<file path="config.mk">
export PLATFORM = sky130hd
export DESIGN_NAME = mem_wb_stage
export DESIGN_NICKNAME = d
export VERILOG_FILES = /design/src/rtl/mem_wb_stage.sv
export SDC_FILE = /design/constraint.sdc
export NUM_CORES = 1
export LEC_CHECK = 0
export BUFFER_PORTS_ARGS = -buffer_cell sky130_fd_sc_hd__clkbuf_2
export CAP_MARGIN = 0
export CORE_ASPECT_RATIO = 1.25
export CORE_MARGIN = 1
export CORE_UTILIZATION = 49
export CTS_BUF_LIST = sky130_fd_sc_hd__clkbuf_4 sky130_fd_sc_hd__clkbuf_8
export CTS_CLUSTER_SIZE = 20
export DETAILED_ROUTE_END_ITERATION = 7
export PLACE_DENSITY = 0.8
export RECOVER_POWER = 100
export SLEW_MARGIN = 20
export SYNTH_ARGS = -nofsm -noshare
export SYNTH_HDL_FRONTEND = slang
export SYNTH_SLANG_ARGS = --single-unit
</file>
<file path="constraint.sdc">
create_clock -name clk -period 2.75 [get_ports clk]
set_input_delay 0.275 -clock clk [delete_from_list [all_inputs] [get_ports clk]]
set_output_delay 0.275 -clock clk [all_outputs]
set_load 0.005 [all_outputs]
</file>
<file path="src/rtl/mem_wb_stage.sv">
// MEM/WB stage of the RV32I core: waits on load responses, lane-aligns them and drives the regfile write port.
// Optional EX-stage forwarding mirror on fwd_* is enabled by defining WB_FWD_EN (otherwise fwd_* read 0).
module mem_wb_stage #(
  parameter int LOAD_TIMEOUT = 16
) (
  input  logic        clk,
  input  logic        rst,
  input  logic        in_valid,
  output logic        in_ready,
  input  logic [4:0]  in_rd_addr,
  input  logic [31:0] in_result,
  input  logic        in_reg_write,
  input  logic [2:0]  in_funct3,
  input  logic [6:0]  in_opcode,
  input  logic        dm_rsp_valid,
  input  logic [31:0] dm_rdata,
  output logic [4:0]  WB_rd_addr,
  output logic [31:0] WB_rd_data,
  output logic        RegWrite,
  output logic [2:0]  funct3,
  output logic [6:0]  opcode,
  output logic        load_err,
  output logic        fwd_valid,
  output logic [4:0]  fwd_rd,
  output logic [31:0] fwd_data
);

  localparam int          CNT_W   = $clog2(LOAD_TIMEOUT + 1);
  localparam logic [6:0]  OP_LOAD = 7'b0000011;

  typedef enum logic {IDLE, WAIT_LOAD} state_t;

  state_t            state_q, state_d;
  logic [CNT_W-1:0]  cnt_q, cnt_d, cnt_inc;
  logic [4:0]        ld_rd_q, ld_rd_d;
  logic [2:0]        ld_funct3_q, ld_funct3_d;
  logic [6:0]        ld_opcode_q, ld_opcode_d;
  logic [1:0]        ld_off_q, ld_off_d;
  logic [4:0]        wb_rd_q, wb_rd_d;
  logic [31:0]       wb_data_q, wb_data_d;
  logic              reg_write_q, reg_write_d;
  logic [2:0]        funct3_q, funct3_d;
  logic [6:0]        opcode_q, opcode_d;
  logic              load_err_q, load_err_d;
  logic [31:0]       lane_shift [4];
  logic [31:0]       load_aligned;

  // Candidate word for each byte lane moved down to bit 0.
  for (genvar gi = 0; gi < 4; gi++) begin : g_lane
    assign lane_shift[gi] = dm_rdata >> (8 * gi);
  end

  always_comb begin
    case (ld_funct3_q)
      3'b000, 3'b100: load_aligned = lane_shift[ld_off_q];
      3'b001, 3'b101: load_aligned = lane_shift[{ld_off_q[1], 1'b0}];
      default:        load_aligned = dm_rdata;
    endcase
  end

  assign cnt_inc = cnt_q + CNT_W'(1);

  always_comb begin
    state_d     = state_q;
    cnt_d       = cnt_q;
    ld_rd_d     = ld_rd_q;
    ld_funct3_d = ld_funct3_q;
    ld_opcode_d = ld_opcode_q;
    ld_off_d    = ld_off_q;
    wb_rd_d     = wb_rd_q;
    wb_data_d   = wb_data_q;
    funct3_d    = funct3_q;
    opcode_d    = opcode_q;
    reg_write_d = 1'b0;
    load_err_d  = 1'b0;
    case (state_q)
      IDLE: begin
        if (in_valid) begin
          if (in_opcode == OP_LOAD) begin
            ld_rd_d     = in_rd_addr;
            ld_funct3_d = in_funct3;
            ld_opcode_d = in_opcode;
            ld_off_d    = in_result[1:0];
            cnt_d       = '0;
            state_d     = WAIT_LOAD;
          end else begin
            wb_rd_d     = in_rd_addr;
            wb_data_d   = in_result;
            funct3_d    = in_funct3;
            opcode_d    = in_opcode;
            reg_write_d = in_reg_write && (in_rd_addr != 5'd0);
          end
        end
      end
      WAIT_LOAD: begin
        // A response arriving in the expiry cycle takes priority over the timeout.
        if (dm_rsp_valid) begin
          wb_rd_d     = ld_rd_q;
          wb_data_d   = load_aligned;
          funct3_d    = ld_funct3_q;
          opcode_d    = ld_opcode_q;
          reg_write_d = (ld_rd_q != 5'd0);
          cnt_d       = '0;
          state_d     = IDLE;
        end else if (cnt_inc == CNT_W'(LOAD_TIMEOUT)) begin
          load_err_d  = 1'b1;
          cnt_d       = '0;
          state_d     = IDLE;
        end else begin
          cnt_d       = cnt_inc;
        end
      end
      default: state_d = IDLE;
    endcase
  end

  always_ff @(posedge clk) begin
    if (!rst) begin
      state_q     <= IDLE;
      cnt_q       <= '0;
      ld_rd_q     <= '0;
      ld_funct3_q <= '0;
      ld_opcode_q <= '0;
      ld_off_q    <= '0;
      wb_rd_q     <= '0;
      wb_data_q   <= '0;
      funct3_q    <= '0;
      opcode_q    <= '0;
      reg_write_q <= 1'b0;
      load_err_q  <= 1'b0;
    end else begin
      state_q     <= state_d;
      cnt_q       <= cnt_d;
      ld_rd_q     <= ld_rd_d;
      ld_funct3_q <= ld_funct3_d;
      ld_opcode_q <= ld_opcode_d;
      ld_off_q    <= ld_off_d;
      wb_rd_q     <= wb_rd_d;
      wb_data_q   <= wb_data_d;
      funct3_q    <= funct3_d;
      opcode_q    <= opcode_d;
      reg_write_q <= reg_write_d;
      load_err_q  <= load_err_d;
    end
  end

  assign in_ready   = (state_q == IDLE);
  assign WB_rd_addr = wb_rd_q;
  assign WB_rd_data = wb_data_q;
  assign RegWrite   = reg_write_q;
  assign funct3     = funct3_q;
  assign opcode     = opcode_q;
  assign load_err   = load_err_q;

`ifdef WB_FWD_EN
  assign fwd_valid = reg_write_q;
  assign fwd_rd    = wb_rd_q;
  assign fwd_data  = wb_data_q;
`else
  assign fwd_valid = 1'b0;
  assign fwd_rd    = 5'd0;
  assign fwd_data  = 32'd0;
`endif

endmodule
</file>
==> impl_metrics.py, run 1 <==
metrics = {
    "worst_setup_path": {
        "endpoint_kind": "flip-flop",
        "required_ns": 3.00,
        "cp-start-kind": "flip-flop",
        "crit_arrival_ns": 2.36,
        "crit_type": "reg -> reg",
        "crit_path_max_fanout": 31,
    },
    "floorplan": {
        "core.rowCount": 36,
        "die_w_um": 82.6,
        "io_pins": 172,
        "die_area_um2": 8490,
        "core_area_um2": 7840,
        "initial_utilization_pct": 50.8,
        "die_h_um": 103,
    },
    "timing": {
        "post-route-min-period_ns": 2.10,
        "worst_pin_slew_ns": 0.765,
        "post-route-period-util_pct": 76.4,
        "hold_ws_ns": 0.173,
        "finClkSkew_ns": 0.00764,
        "hold_viol_final": 0,
        "rsz0062_at_grt": "no",
        "setup_viol": 0,
        "timing.fmax_mhz": 476,
        "slew_violations": 0,
        "relSlewSlack_pct": 48.9,
        "fin_tns_setup_ns": 0,
    },
    "synthesis": {
        "synth_area_per_cell_um2": 8.09,
        "synth_edf_count": 0,
        "synth_top_area_share_pct": 36.2,
        "synth_top_area_cell": "dfxtp_1",
        "synth.area.top_cells": "dfxtp_1, nand2_1, buf_4, a21oi_1, a211oi_2",
        "ys_seq_area_share_pct": 36.2,
        "post_synth_num_cell_types": 42,
        "yosysWarnings": 0,
        "synth-main-ff-cell": "dfxtp_1",
        "netlist_area_um2": 3980,
        "ys_top_cells_by_count": "nand2_1, dfxtp_1, a21oi_1",
        "yosysMostFrequentCell": "nand2_1",
        "async_flop_share_pct": 0,
        "ys_ff_latch": 72,
        "synthCells": 492,
    },
    "global_route": {
        "grt_pass1_wl_um": 17000,
        "gr-usage-all-layers_pct": 26.5,
        "antenna_found_initial": 0,
        "grt_max_degree": 41,
        "grt_pass1_vias": 3521,
        "grt.overflow.total": 0,
    },
    "power": {
        "power_mw": 2.29,
        "p_per_area_nw_per_um2": 490,
        "seq_power_share_pct": 48.6,
        "p_sw_uw": 597,
        "comb_power_share_pct": 12.6,
        "internal_power_mw": 1.69,
        "p_leak_nw": 2.00,
        "swShare_pct": 26.1,
        "clockPowerShare_pct": 38.8,
        "ir_drop_mv": 0.416,
    },
    "clocking": {
        "cts_htree_levels": 3,
        "cts-root-buf": "clkbuf_8",
        "cts_buffer_depth": 2,
        "cts_tree": "done",
        "worst_skew_pair.late_latency_ns": 0.35,
        "clkTransAtPathRegs_ns": 0.08,
        "postCtsSetupRepairBufs": 0,
        "ctsHoldBuffers": 0,
        "cts_resized": 0,
        "cts_sinks": 72,
        "numCtsBuffers": 9,
    },
    "detailed_routing": {
        "vias": 3971,
        "wl_per_cell_um": 15.6,
        "vias_per_cell": 5.59,
        "dr.pass1.iters": 5,
        "ant_nets": 0,
        "drc_errors": 0,
        "drtIter0Drc": 233,
        "drt-total-wl_um": 11100,
    },
    "cells_and_area": {
        "synthToLayoutAreaGrowth_pct": 17.4,
        "final_area_um2": 4670,
        "fill_cells": 742,
        "drive_gt1_share_pct": 24.9,
        "nNetsFinal": 695,
        "diodes": 0,
        "final_util_pct": 59.6,
    },
    "job": {
        "max_cap_viol_count": 0,
    },
    "placed_design": {
        "port_buffers": 133,
        "gp_congestion": 0.863,
        "placed_area_um2": 4550,
        "dp.final_hpwl_um": 8000,
    },
    "run_status": {
        "outcome": "completed",
    },
    "min_path": {
        "min-delay-path-class": "in -> reg",
    },
}
[area by class of cell]
| class | count | area [um^2] | area share [%] |
|---|---|---|---|
| timing repair buffer | 147 | 733 | 15.7 |
| tap | 95 | 119 | 2.54 |
| inverter | 9 | 33.8 | 0.723 |
| clock buffer | 12 | 159 | 3.40 |
| clock inverter | 4 | 52.6 | 1.12 |
| multi-input combinational | 371 | 2140 | 45.7 |
| sequential | 72 | 1440 | 30.8 |
[worst max-delay path: stages (launching register included)]
cell	delay (ns)
dfxtp_1	0.33
buf_4	0.25
inv_1	0.12
o311a_1	0.32
nor2_2	0.05
clkbuf_2	0.39
a221o_1	0.40
o211a_1	0.13
[cells in the final DEF (no fill, tap or decap), drive strengths merged, types with 9 or more instances in the layout]
cell type,netlist,layout
nor2,36,36
inv,9,9
a21oi,55,55
mux2i,17,17
o211ai,18,18
conb,1,38
clkbuf,28,144
a211oi,15,15
a221o,14,14
o21ai,22,22
buf,49,15
dfxtp,72,72
nand2,84,84
[cells by family (layout without fill, tap and decap cells)]
group,count (synthesis),after routing,share of synthesized area [%]
AO/OA/AOI/OAI,157,157,28.5
AND/OR/NAND/NOR,150,150,16.0
buffers and inverters,86,172,12.5
flip-flops,72,72,36.2
multiplexers,23,23,5.97
XOR/XNOR,2,2,0.440
adder cells (fa/ha/maj),1,1,0.314
other,1,38,0.0942
[final timing paths]
kind / start / endpoint / slack, ns / cells after the start
min reg2reg: WB_rd_data[9]$_SDFFE_PN0P_ / WB_rd_data[9]$_SDFFE_PN0P_ / 0.45 / 2
max: state_q$_SDFF_PN0_ / WB_rd_data[25]$_SDFFE_PN0P_ / 0.65 / 7
min: in_rd_addr[2] / ld_rd_q[2]$_SDFFE_PN0P_ / 0.17 / 3
max reg2reg: state_q$_SDFF_PN0_ / WB_rd_data[25]$_SDFFE_PN0P_ / 0.65 / 7
[flip-flops by register name (all words and copies together), names as in the netlist]
signal	flops
RegWrite	1
cnt_q	5
state_q	1
ld_off_q	2
ld_funct3_q	3
funct3	3
ld_rd_q	5
WB_rd_addr	5
ld_opcode_q	7
WB_rd_data	32
opcode	7
load_err	1
[per-layer routing]
layer / part of all wire, % / track usage [%] / vias to the layer above
li1: - / - / 1912
met1: 40 / 32.6 / 1833
met2: 50 / 45.1 / 203
met3: 7.5 / 5.40 / 23
met4: 2.4 / 9.81 / 0
met5: 0 / 0 / -
[through the flow]
stage          setup slack, ns  cells
3_3_place_gp             0.526    694
6_report                 0.648    710
3_5_place_dp             0.476    694
2_1_floorplan            0.665    529
4_1_cts                  0.816    710
5_1_grt                  0.520    710
[power groups by stage]
stage	clock, mW	combinational (mW)	sequential, mW
2_1_floorplan	0	0.188	1.14
3_3_place_gp	0	0.296	1.14
3_5_place_dp	0	0.302	1.14
4_1_cts	0.896	0.304	1.11
5_1_grt	0.949	0.326	1.12
6_report	0.888	0.290	1.11
Note: power is estimated with default switching activity, not from simulation.
==> inputs of run 2 (changes only) <==
==> constraint.sdc (replaced) <==
create_clock -name clk -period 2 [get_ports clk]
set_input_delay 0.2 -clock clk [delete_from_list [all_inputs] [get_ports clk]]
set_output_delay 0.2 -clock clk [all_outputs]
set_load 0.005 [all_outputs]
==> impl_metrics.py, run 2 (same netlist as run 1, synthesis figures left out) <==
metrics = {
    "cells_and_area": {
        "drive_gt1_share_pct": 25.8,
        "final_common_cell": "clkbuf_2",
        "final_cell_mix": "clkbuf_2, nand2_1, dfxtp_1",
        "nNetsFinal": 708,
        "synthToLayoutAreaGrowth_pct": 20.8,
        "diodes": 0,
        "largest_reg_flops": 32,
        "finalNonFillerCells": 723,
    },
    "floorplan": {
        "die_w_um": 82.6,
        "die_area_um2": 8490,
        "initial_utilization_pct": 50.8,
        "die_h_um": 103,
        "core_area_um2": 7840,
        "io_pins": 172,
        "core.rowCount": 36,
    },
    "power": {
        "power_mw": 3.17,
        "p_leak_nw": 2.07,
        "clockPowerShare_pct": 38.5,
        "comb_power_share_pct": 13.2,
        "p_sw_uw": 813,
        "internal_power_mw": 2.35,
        "swShare_pct": 25.7,
        "p_per_area_nw_per_um2": 658,
        "ir_drop_mv": 0.395,
        "seq_power_share_pct": 48.3,
    },
    "clocking": {
        "cts_buffer_depth": 2,
        "cts-root-buf": "clkbuf_8",
        "cts_htree_levels": 3,
        "ctsHoldBuffers": 0,
        "cts_sinks": 72,
        "worst_skew_pair.late_latency_ns": 0.35,
        "postCtsSetupRepairBufs": 0,
        "numCtsBuffers": 9,
        "clkTransAtPathRegs_ns": 0.08,
        "cts_resized": 0,
        "cts_tree": "done",
    },
    "timing": {
        "rsz0062_at_grt": "no",
        "post-route-min-period_ns": 1.95,
        "hold_viol_final": 0,
        "slew_violations": 0,
        "relSlewSlack_pct": 44.9,
        "setup_viol": 0,
        "finClkSkew_ns": 0.00795,
        "worst_pin_slew_ns": 0.805,
        "timing.fmax_mhz": 513,
        "post-route-period-util_pct": 97.5,
    },
    "worst_setup_path": {
        "crit_type": "reg -> reg",
        "cp-start-kind": "flip-flop",
        "endpoint_kind": "flip-flop",
        "crit_arrival_ns": 2.19,
        "required_ns": 2.24,
        "crit_path_max_fanout": 24,
    },
    "detailed_routing": {
        "wl_per_cell_um": 15.8,
        "vias_per_cell": 5.61,
        "vias": 4056,
        "drtIter0Drc": 188,
        "drt-total-wl_um": 11400,
        "drc_errors": 0,
        "ant_nets": 0,
        "dr.pass1.iters": 5,
    },
    "placed_design": {
        "dp.final_hpwl_um": 8500,
        "port_buffers": 133,
        "placed_cells": 707,
        "gp_congestion": 0.846,
    },
    "global_route": {
        "grt_max_degree": 37,
        "grt_pass1_wl_um": 17400,
        "met3_usage_pct": 5.93,
        "use_met2_pct": 45.1,
        "antenna_found_initial": 0,
        "gr-usage-all-layers_pct": 27.4,
        "grt.overflow.total": 0,
        "use_met1_pct": 33.5,
        "busiest_layer": "met2",
        "grt_pass1_vias": 3622,
    },
    "min_path": {
        "min-delay-path-class": "in -> reg",
    },
    "job": {
        "max_cap_viol_count": 0,
    },
    "run_status": {
        "outcome": "completed",
    },
}
==> run 2: changes by cell type in the layout (fill, tap and decap cells not counted), moves of 2 or more <==
cell        before  now
buf_4           13   18
clkinv_2         0    2
clkbuf_1        26   33
buf_12           0    3
clkinvlp_4       3    0
clkbuf_2       106  104
==> run 2: layout make-up <==
cell class,count,area [um^2]
tap,95,119
clock buffer,13,166
sequential,72,1440
timing repair buffer,160,858
fill,741,3030
inverter,9,33.8
clock inverter,3,40.0
multi-input combinational,371,2150
==> run 2: per-layer routing <==
metal / vias up / wire length [um]
met4: 0 / 388
li1: 1947 / -
met2: 194 / 5580
met1: 1878 / 4690
met3: 37 / 738
met5: - / 0
==> run 2: power by group through the flow <==
stage	logic, mW	registers, mW	clock network [mW]
after floorplan	0.258	1.56	0
after global placement	0.421	1.56	0
after detailed placement	0.431	1.56	0
after CTS	0.433	1.53	1.23
after global routing	0.464	1.54	1.30
final	0.418	1.53	1.22
==> run 2: worst paths after layout <==
path	start	end	slack, ns	cells after the start
max	ld_off_q[0]$_SDFFE_PN0P_	WB_rd_data[4]$_SDFFE_PN0P_	0.05	7
min	in_funct3[2]	ld_funct3_q[2]$_SDFFE_PN0P_	0.09	3
max reg2reg	ld_off_q[0]$_SDFFE_PN0P_	WB_rd_data[4]$_SDFFE_PN0P_	0.05	7
min reg2reg	WB_rd_data[8]$_SDFFE_PN0P_	WB_rd_data[8]$_SDFFE_PN0P_	0.46	2
==> run 2: critical path, cell delays in order (launching register included) <==
cell and delay, ns:
dfxtp_1 0.39, nand2b_1 0.11, buf_8 0.18, nand2_1 0.09, a21oi_1 0.06, a2111oi_0 0.71, buf_4 0.22, o21ai_0 0.07
==> run 2: metrics by stage <==
stage	hold slack (ns)	util [%]	TNS, ns	instance area (um^2)	worst slack, ns
floorplan	0.336	-	0	4120	0.0363
global placement	0.439	59.9	0	4690	0.0189
detailed placement	0.445	59.9	-0.0902	4690	-0.0317
CTS	0.0765	62.5	0	4900	0.101
global route	0.0915	61.4	0	4810	0.0138
finish	0.0860	61.4	0	4810	0.0494
==> inputs of run 3 (changes only) <==
--- a/config.mk
+++ b/config.mk
@@ -9,11 +9,11 @@
 export CAP_MARGIN = 0
 export CORE_ASPECT_RATIO = 1.25
 export CORE_MARGIN = 1
-export CORE_UTILIZATION = 49
+export CORE_UTILIZATION = 53
 export CTS_BUF_LIST = sky130_fd_sc_hd__clkbuf_4 sky130_fd_sc_hd__clkbuf_8
 export CTS_CLUSTER_SIZE = 20
 export DETAILED_ROUTE_END_ITERATION = 7
-export PLACE_DENSITY = 0.8
+export PLACE_DENSITY = 0.86
 export RECOVER_POWER = 100
 export SLEW_MARGIN = 20
 export SYNTH_ARGS = -nofsm -noshare
==> constraint.sdc (replaced) <==
create_clock -name clk -period 2.5 [get_ports clk]
set_input_delay 0.25 -clock clk [delete_from_list [all_inputs] [get_ports clk]]
set_output_delay 0.25 -clock clk [all_outputs]
set_load 0.005 [all_outputs]
==> impl_metrics.py, run 3 (same netlist as run 1, synthesis figures left out) <==
metrics = {
    "clocking": {
        "cts_sinks": 72,
        "ctsHoldBuffers": 0,
        "postCtsSetupRepairBufs": 0,
        "cts-root-buf": "clkbuf_8",
        "cts_tree": "done",
        "cts_htree_levels": 3,
        "clkTransAtPathRegs_ns": 0.07,
        "worst_skew_pair.late_latency_ns": 0.35,
        "cts_buffer_depth": 2,
        "numCtsBuffers": 9,
        "cts_resized": 0,
    },
    "worst_setup_path": {
        "required_ns": 2.75,
        "crit_path_max_fanout": 40,
        "critPathTopFamily": "simple AND/OR/NAND/NOR gates",
        "cp-start-kind": "primary input",
        "crit_arrival_ns": 2.36,
        "reg2reg_setup_slack_ns": 0.53,
        "endpoint_kind": "flip-flop",
        "cp_num_buf_inv": 2,
        "slowest_stage": "or4_1",
        "slowest_delay_ns": 0.55,
        "path_cells": "clkbuf_1, or4_1, o311a_1, or2_2, clkbuf_4, a211oi_1",
        "crit_type": "in -> reg",
    },
    "detailed_routing": {
        "ant_nets": 0,
        "vias": 4068,
        "wl_per_cell_um": 16.3,
        "drt-total-wl_um": 11500,
        "vias_per_cell": 5.76,
        "dr.pass1.iters": 5,
        "drc_errors": 0,
        "drtIter0Drc": 207,
    },
    "timing": {
        "hold_viol_final": 0,
        "slew_violations": 0,
        "rsz0062_at_grt": "no",
        "hold_ws_ns": 0.135,
        "worst_slack_ns": 0.394,
        "timing.fmax_mhz": 475,
        "finClkSkew_ns": 0.00643,
        "worst_pin_slew_ns": 0.678,
        "relSlewSlack_pct": 54.6,
        "setup_viol": 0,
        "fin_tns_setup_ns": 0,
        "post-route-period-util_pct": 84.3,
        "post-route-min-period_ns": 2.11,
    },
    "global_route": {
        "gr-usage-all-layers_pct": 29.9,
        "grt_pass1_wl_um": 18200,
        "grt.overflow.total": 0,
        "antenna_found_initial": 0,
        "grt_max_degree": 41,
        "grt_pass1_vias": 3923,
    },
    "power": {
        "comb_power_share_pct": 13.6,
        "clockPowerShare_pct": 35.4,
        "p_leak_nw": 2.03,
        "p_per_area_nw_per_um2": 516,
        "p_sw_uw": 644,
        "ir_drop_mv": 0.342,
        "internal_power_mw": 1.76,
        "swShare_pct": 26.8,
        "seq_power_share_pct": 51.0,
    },
    "cells_and_area": {
        "drive_gt1_share_pct": 26.8,
        "diodes": 0,
        "final_common_cell": "clkbuf_2",
        "final_cell_mix": "clkbuf_2, nand2_1, dfxtp_1",
        "nNetsFinal": 696,
        "finalNonFillerCells": 706,
        "layout.area.seq_um2": 1440,
        "final_util_pct": 65.6,
        "fill_cells": 643,
        "multiInputGateArea_um2": 2140,
        "synthToLayoutAreaGrowth_pct": 17.0,
        "largest_reg_flops": 32,
    },
    "placed_design": {
        "dp_slack_ns": 0.304,
        "dp.final_hpwl_um": 8490,
        "port_buffers": 133,
        "gp_congestion": 0.912,
        "placed_cells": 690,
    },
    "min_path": {
        "min-delay-path-class": "in -> reg",
    },
    "floorplan": {
        "die_w_um": 79.5,
        "io_pins": 172,
        "core_area_um2": 7100,
        "die_area_um2": 7860,
        "initial_utilization_pct": 56.0,
        "core.rowCount": 34,
        "die_h_um": 98.9,
    },
    "job": {
        "max_cap_viol_count": 0,
    },
    "run_status": {
        "outcome": "completed",
    },
}
[run 3: changes by cell type in the layout (fill, tap and decap cells not counted), sizes merged]
cell      change
buf          -11
bufinv        -1
clkbuf        -1
clkinvlp      +1
[run 3: worst reg2reg max path: cells and delay by family (launching register included)]
| family | cells | cell delay [ns] |
|---|---|---|
| DFF | 1 | 0.38 |
| and+or+nand+nor | 2 | 0.83 |
| AOI/OAI and AO/OA | 3 | 0.65 |
[run 3: metal layers]
metal  share of wire (%)  GRT usage [%]
met3                 7.9           5.37
met1                  39           34.3
met5                   0              0
met2                  49           51.0
met4                 4.5           17.9
[run 3: worst paths after layout]
kind / startpoint / to / cells past startpoint
max: in_opcode[2] / WB_rd_addr[3]$_SDFFE_PN0P_ / 6
min: in_funct3[1] / ld_funct3_q[1]$_SDFFE_PN0P_ / 3
max reg2reg: ld_off_q[0]$_SDFFE_PN0P_ / WB_rd_data[8]$_SDFFE_PN0P_ / 5
min reg2reg: WB_rd_data[6]$_SDFFE_PN0P_ / WB_rd_data[6]$_SDFFE_PN0P_ / 2
[run 3: area by class of cell]
| cell class | instances | share of cell area [%] |
|---|---|---|
| Multi-Input combinational cell | 371 | 46.0 |
| Sequential cell | 72 | 31.0 |
| Timing Repair Buffer | 148 | 16.1 |
| Clock buffer | 13 | 3.44 |
| Tap cell | 90 | 2.42 |
| Inverter | 9 | 0.725 |
| Clock inverter | 3 | 0.376 |
[run 3: through the flow]
step / cell area (um^2) / total power, mW
2_1_floorplan: 4120 / 1.46
3_3_place_gp: 4560 / 1.57
3_5_place_dp: 4560 / 1.59
4_1_cts: 4740 / 2.42
5_1_grt: 4660 / 2.50
6_report: 4660 / 2.40
[run 3: power groups by stage]
stage	Combinational (mW)	Sequential, mW	Clock, mW
floorplan	0.207	1.25	0
global placement	0.326	1.25	0
detailed placement	0.337	1.25	0
CTS	0.339	1.22	0.856
global route	0.358	1.23	0.916
finish	0.327	1.22	0.850
